### src/rtl/mem_copy_pkg.sv
// Shared types and constants for the memory copy engine.
package mem_copy_pkg;

  localparam logic [31:0] DEFAULT_BASE_ADDRESS = 32'h1001_0000;
  localparam int unsigned WORD_BYTES           = 4;

  typedef enum logic [1:0] {
    IDLE,
    READ,
    WRITE,
    DONE
  } state_e;

endpackage

### src/rtl/mem_copy_range_check.sv
// Combinational validation of a copy request against the target memory window.
// Only instantiated when MEM_COPY_RANGE_CHECK_EN is defined.
module mem_copy_range_check
  import mem_copy_pkg::*;
#(
  parameter int                    DATA_WIDTH   = 32,
  parameter int                    MEMORY_DEPTH = 64,
  parameter logic [DATA_WIDTH-1:0] BASE_ADDRESS = DATA_WIDTH'(DEFAULT_BASE_ADDRESS),
  parameter int                    CNT_WIDTH    = $clog2(MEMORY_DEPTH) + 1
) (
  input  logic [DATA_WIDTH-1:0] Src_Address_i,
  input  logic [DATA_WIDTH-1:0] Dst_Address_i,
  input  logic [CNT_WIDTH-1:0]  Word_Count_i,
  output logic                  Range_Fail_o
);

  localparam logic [DATA_WIDTH:0] LIMIT = (DATA_WIDTH+1)'(MEMORY_DEPTH * WORD_BYTES);

  logic [DATA_WIDTH:0] span;
  logic                misaligned;
  logic                too_many;

  // One extra bit keeps offset+span from wrapping near the top of the address space.
  function automatic logic out_of_window(input logic [DATA_WIDTH-1:0] addr,
                                         input logic [DATA_WIDTH:0]   len);
    logic [DATA_WIDTH:0] off;
    off = {1'b0, addr} - {1'b0, BASE_ADDRESS};
    return (addr < BASE_ADDRESS) || ((off + len) > LIMIT);
  endfunction

  assign span       = (DATA_WIDTH+1)'(Word_Count_i) << $clog2(WORD_BYTES);
  assign misaligned = (|Src_Address_i[1:0]) | (|Dst_Address_i[1:0]);
  assign too_many   = Word_Count_i > CNT_WIDTH'(MEMORY_DEPTH);

  assign Range_Fail_o = misaligned | too_many
                      | out_of_window(Src_Address_i, span)
                      | out_of_window(Dst_Address_i, span);

endmodule

### src/rtl/mem_copy_engine.sv
// Word-by-word block copy initiator on a single-port data memory.
// Optional request validation is enabled with MEM_COPY_RANGE_CHECK_EN.
module mem_copy_engine
  import mem_copy_pkg::*;
#(
  parameter int                    DATA_WIDTH   = 32,
  parameter int                    MEMORY_DEPTH = 64,
  parameter logic [DATA_WIDTH-1:0] BASE_ADDRESS = DATA_WIDTH'(DEFAULT_BASE_ADDRESS),
  parameter int                    CNT_WIDTH    = $clog2(MEMORY_DEPTH) + 1
) (
  input  logic                  clk,
  input  logic                  reset,
  input  logic                  Start_i,
  input  logic [DATA_WIDTH-1:0] Src_Address_i,
  input  logic [DATA_WIDTH-1:0] Dst_Address_i,
  input  logic [CNT_WIDTH-1:0]  Word_Count_i,
  input  logic [DATA_WIDTH-1:0] Read_Data_i,
  output logic [DATA_WIDTH-1:0] Address_o,
  output logic [DATA_WIDTH-1:0] Write_Data_o,
  output logic                  Write_Enable_o,
  output logic                  Busy_o,
  output logic                  Done_o,
  output logic                  Error_o
);

  localparam logic [DATA_WIDTH-1:0] STEP = DATA_WIDTH'(WORD_BYTES);

  state_e                state_q, state_d;
  logic [DATA_WIDTH-1:0] src_q, src_d;
  logic [DATA_WIDTH-1:0] dst_q, dst_d;
  logic [CNT_WIDTH-1:0]  cnt_q, cnt_d;
  logic [DATA_WIDTH-1:0] buf_q, buf_d;
  logic                  range_fail;

`ifdef MEM_COPY_RANGE_CHECK_EN
  logic err_q, err_d;

  mem_copy_range_check #(
    .DATA_WIDTH   (DATA_WIDTH),
    .MEMORY_DEPTH (MEMORY_DEPTH),
    .BASE_ADDRESS (BASE_ADDRESS),
    .CNT_WIDTH    (CNT_WIDTH)
  ) u_range_check (
    .Src_Address_i (Src_Address_i),
    .Dst_Address_i (Dst_Address_i),
    .Word_Count_i  (Word_Count_i),
    .Range_Fail_o  (range_fail)
  );

  assign Error_o = err_q;
`else
  assign range_fail = 1'b0;
  assign Error_o    = 1'b0;
`endif

  always_ff @(posedge clk or negedge reset) begin
    if (!reset) begin
      state_q <= IDLE;
      src_q   <= '0;
      dst_q   <= '0;
      cnt_q   <= '0;
      buf_q   <= '0;
`ifdef MEM_COPY_RANGE_CHECK_EN
      err_q   <= 1'b0;
`endif
    end else begin
      state_q <= state_d;
      src_q   <= src_d;
      dst_q   <= dst_d;
      cnt_q   <= cnt_d;
      buf_q   <= buf_d;
`ifdef MEM_COPY_RANGE_CHECK_EN
      err_q   <= err_d;
`endif
    end
  end

  always_comb begin
    state_d = state_q;
    src_d   = src_q;
    dst_d   = dst_q;
    cnt_d   = cnt_q;
    buf_d   = buf_q;
`ifdef MEM_COPY_RANGE_CHECK_EN
    err_d   = err_q;
`endif
    unique case (state_q)
      IDLE: begin
        if (Start_i) begin
          src_d = Src_Address_i;
          dst_d = Dst_Address_i;
          cnt_d = Word_Count_i;
`ifdef MEM_COPY_RANGE_CHECK_EN
          err_d = range_fail;
`endif
          // A rejected request skips straight to the completion pulse.
          if (range_fail || (Word_Count_i == '0)) state_d = DONE;
          else                                    state_d = READ;
        end
      end
      READ: begin
        buf_d   = Read_Data_i;
        src_d   = src_q + STEP;
        state_d = WRITE;
      end
      WRITE: begin
        dst_d   = dst_q + STEP;
        cnt_d   = cnt_q - CNT_WIDTH'(1);
        state_d = (cnt_q == CNT_WIDTH'(1)) ? DONE : READ;
      end
      DONE: begin
        state_d = IDLE;
      end
      default: state_d = IDLE;
    endcase
  end

  always_comb begin
    Address_o      = BASE_ADDRESS;
    Write_Data_o   = buf_q;
    Write_Enable_o = 1'b0;
    Busy_o         = 1'b0;
    Done_o         = 1'b0;
    unique case (state_q)
      IDLE: ;
      READ: begin
        Address_o = src_q;
        Busy_o    = 1'b1;
      end
      WRITE: begin
        Address_o      = dst_q;
        Write_Enable_o = 1'b1;
        Busy_o         = 1'b1;
      end
      DONE: begin
        Busy_o = 1'b1;
        Done_o = 1'b1;
      end
      default: ;
    endcase
  end

endmodule
### config.mk
export PLATFORM = sky130hd
export DESIGN_NAME = mem_copy_engine
export DESIGN_NICKNAME = d
export VERILOG_FILES = /design/src/rtl/mem_copy_pkg.sv /design/src/rtl/mem_copy_range_check.sv /design/src/rtl/mem_copy_engine.sv
export SDC_FILE = /design/constraint.sdc
export NUM_CORES = 1
export LEC_CHECK = 0
export ABC_CLOCK_PERIOD_IN_PS = 6800
export CORE_ASPECT_RATIO = 0.7
export CORE_MARGIN = 2
export CORE_UTILIZATION = 52
export CTS_BUF_LIST = sky130_fd_sc_hd__clkbuf_4 sky130_fd_sc_hd__clkbuf_8 sky130_fd_sc_hd__clkbuf_16
export CTS_CLUSTER_SIZE = 10
export DETAILED_ROUTE_END_ITERATION = 7
export HOLD_SLACK_MARGIN = 0.1
export PLACE_DENSITY = 0.88
export REMOVE_ABC_BUFFERS = 1
export SLEW_MARGIN = 10
export SYNTH_ARGS = -nofsm -noshare
export SYNTH_HDL_FRONTEND = slang
export SYNTH_HIERARCHICAL = 1
export SYNTH_SLANG_ARGS = --single-unit
export TNS_END_PERCENT = 1
### constraint.sdc
create_clock -name clk -period 6.8 [get_ports clk]
set_clock_uncertainty 0.2 [all_clocks]
set_input_delay 0.68 -clock clk [delete_from_list [all_inputs] [get_ports clk]]
set_output_delay 0.68 -clock clk [all_outputs]
set_load 0.02 [all_outputs]
==> impl_metrics.toml <==
[status]
outcome = "complete, no violations"

[setup_path]
r2r_slack_ps = 3330
cp-end-kind = "output port"
critPathLaunchType = "flop"
crit_fanout = 51
max_stage_delay_ps = 640
cp_slowest_cell = "clkdlybuf4s50_1"
r2r_start = "state_q[0]"
critPathRequiredTime_ps = 5920
cp_num_buf_inv = 3
crit_family = "buffers and inverters"
path_cells = "inv_1, ha_4, buf_4, a22oi_1, nor2b_1, clkdlybuf4s50_1"
startpoint = "state_q[1]"
worstSetupPathType = "flop to output port"
arrival_ps = 3110

[clock_tree]
h-tree-depth = 3
root_buffer = "clkbuf_16"
ctsLongestPathBuffers = 2
clock_latency_ps = 360
clk_pin_slew_ps = 70
cts_setup_buffers = 0
ctsResizeCount = 0
tritoncts = "yes"
cts_buffers = 9
ctsHoldBuffers = 0
cts_sinks = 105

[finish]
layout_common_cells = "171 x clkdlybuf4s50_1, 105 x dfrtp_1, 68 x nand2_1, 59 x a21oi_1, 47 x nand3_1"
drive_gt1_share_pct = 7.80
antenna_cells = 0
layout_commonest_cell = "clkdlybuf4s50_1"
fin_nets = 983
area_growth_pct = 31.3

[global_routing]
grt_pass1_vias = 6392
antenna_found_initial = 0
grt.met1_usage_pct = 43.0
grtUsageMet2_pct = 45.8
grt_usage_pct = 30.2
grt_pass1_wl_mm = 33.2
grt_max_degree = 69
grt_busiest_layer = "met2"
use_met3_pct = 8.73
overflow = 0

[sta]
timing.final.crit_period_ps = 3990
setup_tns_ps = 0
setup_viol = 0
fin_crit_sh_pct = 58.6
max_freq_mhz = 251
maxSlewHeadroom_pct = 32.0
rsz0062_at_grt = "false"
drv_slew = 0
tightest_slew_ps = 1010
finalHoldViolations = 0

[routing]
drt-wirelength-per-cell_um = 19.9
drtIter0Drc = 850
drt_first_pass_iters = 5
final_antenna_net_count = 0
route.detailed.drc = 0
wl_mm = 20.6
route.vias.total = 6772
vias_per_cell = 6.55

[pwr]
powerDensity_nw_per_um2 = 519
max-vdd-ir-drop_uv = 297
leakagePower_nw = 3.34
power.total_mw = 4.48

[synthesis]
synth_ff_type = "dfrtp_1"
syn_area_per_cell_um2 = 8.86
yosysUniqueCellTypes = 60
synth-seq-area-share_pct = 40.0
async_flop_share_pct = 100
synthCells = 742
ys_ff_latch = 105
synth_edf_count = 0
synthesis.area_um2 = 6580
yosys_warnings = 6

[die]
dieArea_um2 = 13600
rows = 34
initial_utilization_pct = 53.1
die_w_um = 138
ioPinCount = 174
core_um2 = 12400
die_h_um = 98.1

[job]
maxCapViolCount = 0

[placed_design]
gp_congestion = 0.904
io_buffers = 172
dp_hpwl_mm = 14.2

[min_path]
hold_class = "input pin to async pin"
layout make-up:
class	count	area [um^2]
sequential	105	2630
inverter	14	52.6
multi-input combinational	561	3690
clock inverter	6	75.1
clock buffer	9	225
timing repair buffer	177	1760
tap	162	203
fill	959	3750
flip-flops by register name, summed over array words and instances, names as in the netlist:
| register | count |
|---|---|
| Write_Data_o | 32 |
| dst_q | 32 |
| src_q | 32 |
| cnt_q | 7 |
| state_q | 2 |
synth_stat cells (all sizes together) (4+ instances only):
master / n / share of area [%]
nor2b: 20 / 1.9
or4: 16 / 1.9
inv: 14 / 0.80
and4: 7 / 0.95
nand3b: 4 / 0.46
a21boi: 10 / 1.1
clkbuf: 53 / 3.0
nand3: 48 / 3.8
a21oi: 59 / 4.5
ha: 9 / 1.7
o211ai: 10 / 1.1
and2: 8 / 0.76
a2bb2oi: 6 / 0.80
o311ai: 18 / 2.4
nor4: 8 / 0.86
dfrtp: 105 / 40
a31oi: 7 / 0.67
o21ai: 31 / 2.4
or3: 6 / 0.57
o22ai: 16 / 1.5
nand2: 68 / 3.9
a22o: 4 / 0.53
mux2: 34 / 5.8
o31ai: 6 / 0.69
nor2: 19 / 1.1
a22oi: 19 / 2.2
mux2i: 10 / 1.5
buf: 9 / 0.67
nand4: 26 / 2.5
and3: 42 / 4.0
nor3: 10 / 0.76
a41o: 6 / 0.91
metal layers:
metal | wire, um | part of all wire [%] | vias to the layer above
met5 | 0 | 0 | -
met4 | 339 | 1.6 | 0
met3 | 2500 | 12 | 33
met2 | 9080 | 44 | 430
met1 | 8650 | 42 | 3218
li1 | - | - | 3091
kinds of logic after synthesis:
family | after synthesis | synth area share [%]
buffers and inverters | 76 | 4.49
AND/OR/NAND/NOR | 287 | 23.9
flip-flops | 105 | 40.0
adder cells (fa/ha/maj) | 9 | 1.71
other | 1 | 0.0570
AO/OA/AOI/OAI | 220 | 22.5
multiplexers | 44 | 7.35
worst paths after layout:
kind / endpoint / depth (start not counted)
min in group clk: src_q[0] / 2
max in group asynchronous: dst_q[10] / 2
max reg2reg: dst_q[29] / 7
max: Address_o[9] / 6
min reg2reg: src_q[0] / 2
min: cnt_q[3] / 1
power breakdown:
group	internal, mW	leakage [nW]	total [mW]	switching [mW]
sequential	0.954	1.23	1.40	0.442
clock	0.290	0.144	0.545	0.255
combinational	1.13	1.96	2.54	1.40
per-stage QoR:
step,hold slack (ps),instance area (um^2),instances,utilization [%],setup slack [ps]
floorplan,184,6330,680,-,1890
global placement,266,8330,1019,67.3,3350
detailed placement,278,8330,1019,67.3,3260
CTS,129,8630,1034,69.7,2850
global route,149,8630,1034,69.7,2670
finish,108,8630,1034,69.7,2810
Power figures use the tool's default switching activity.
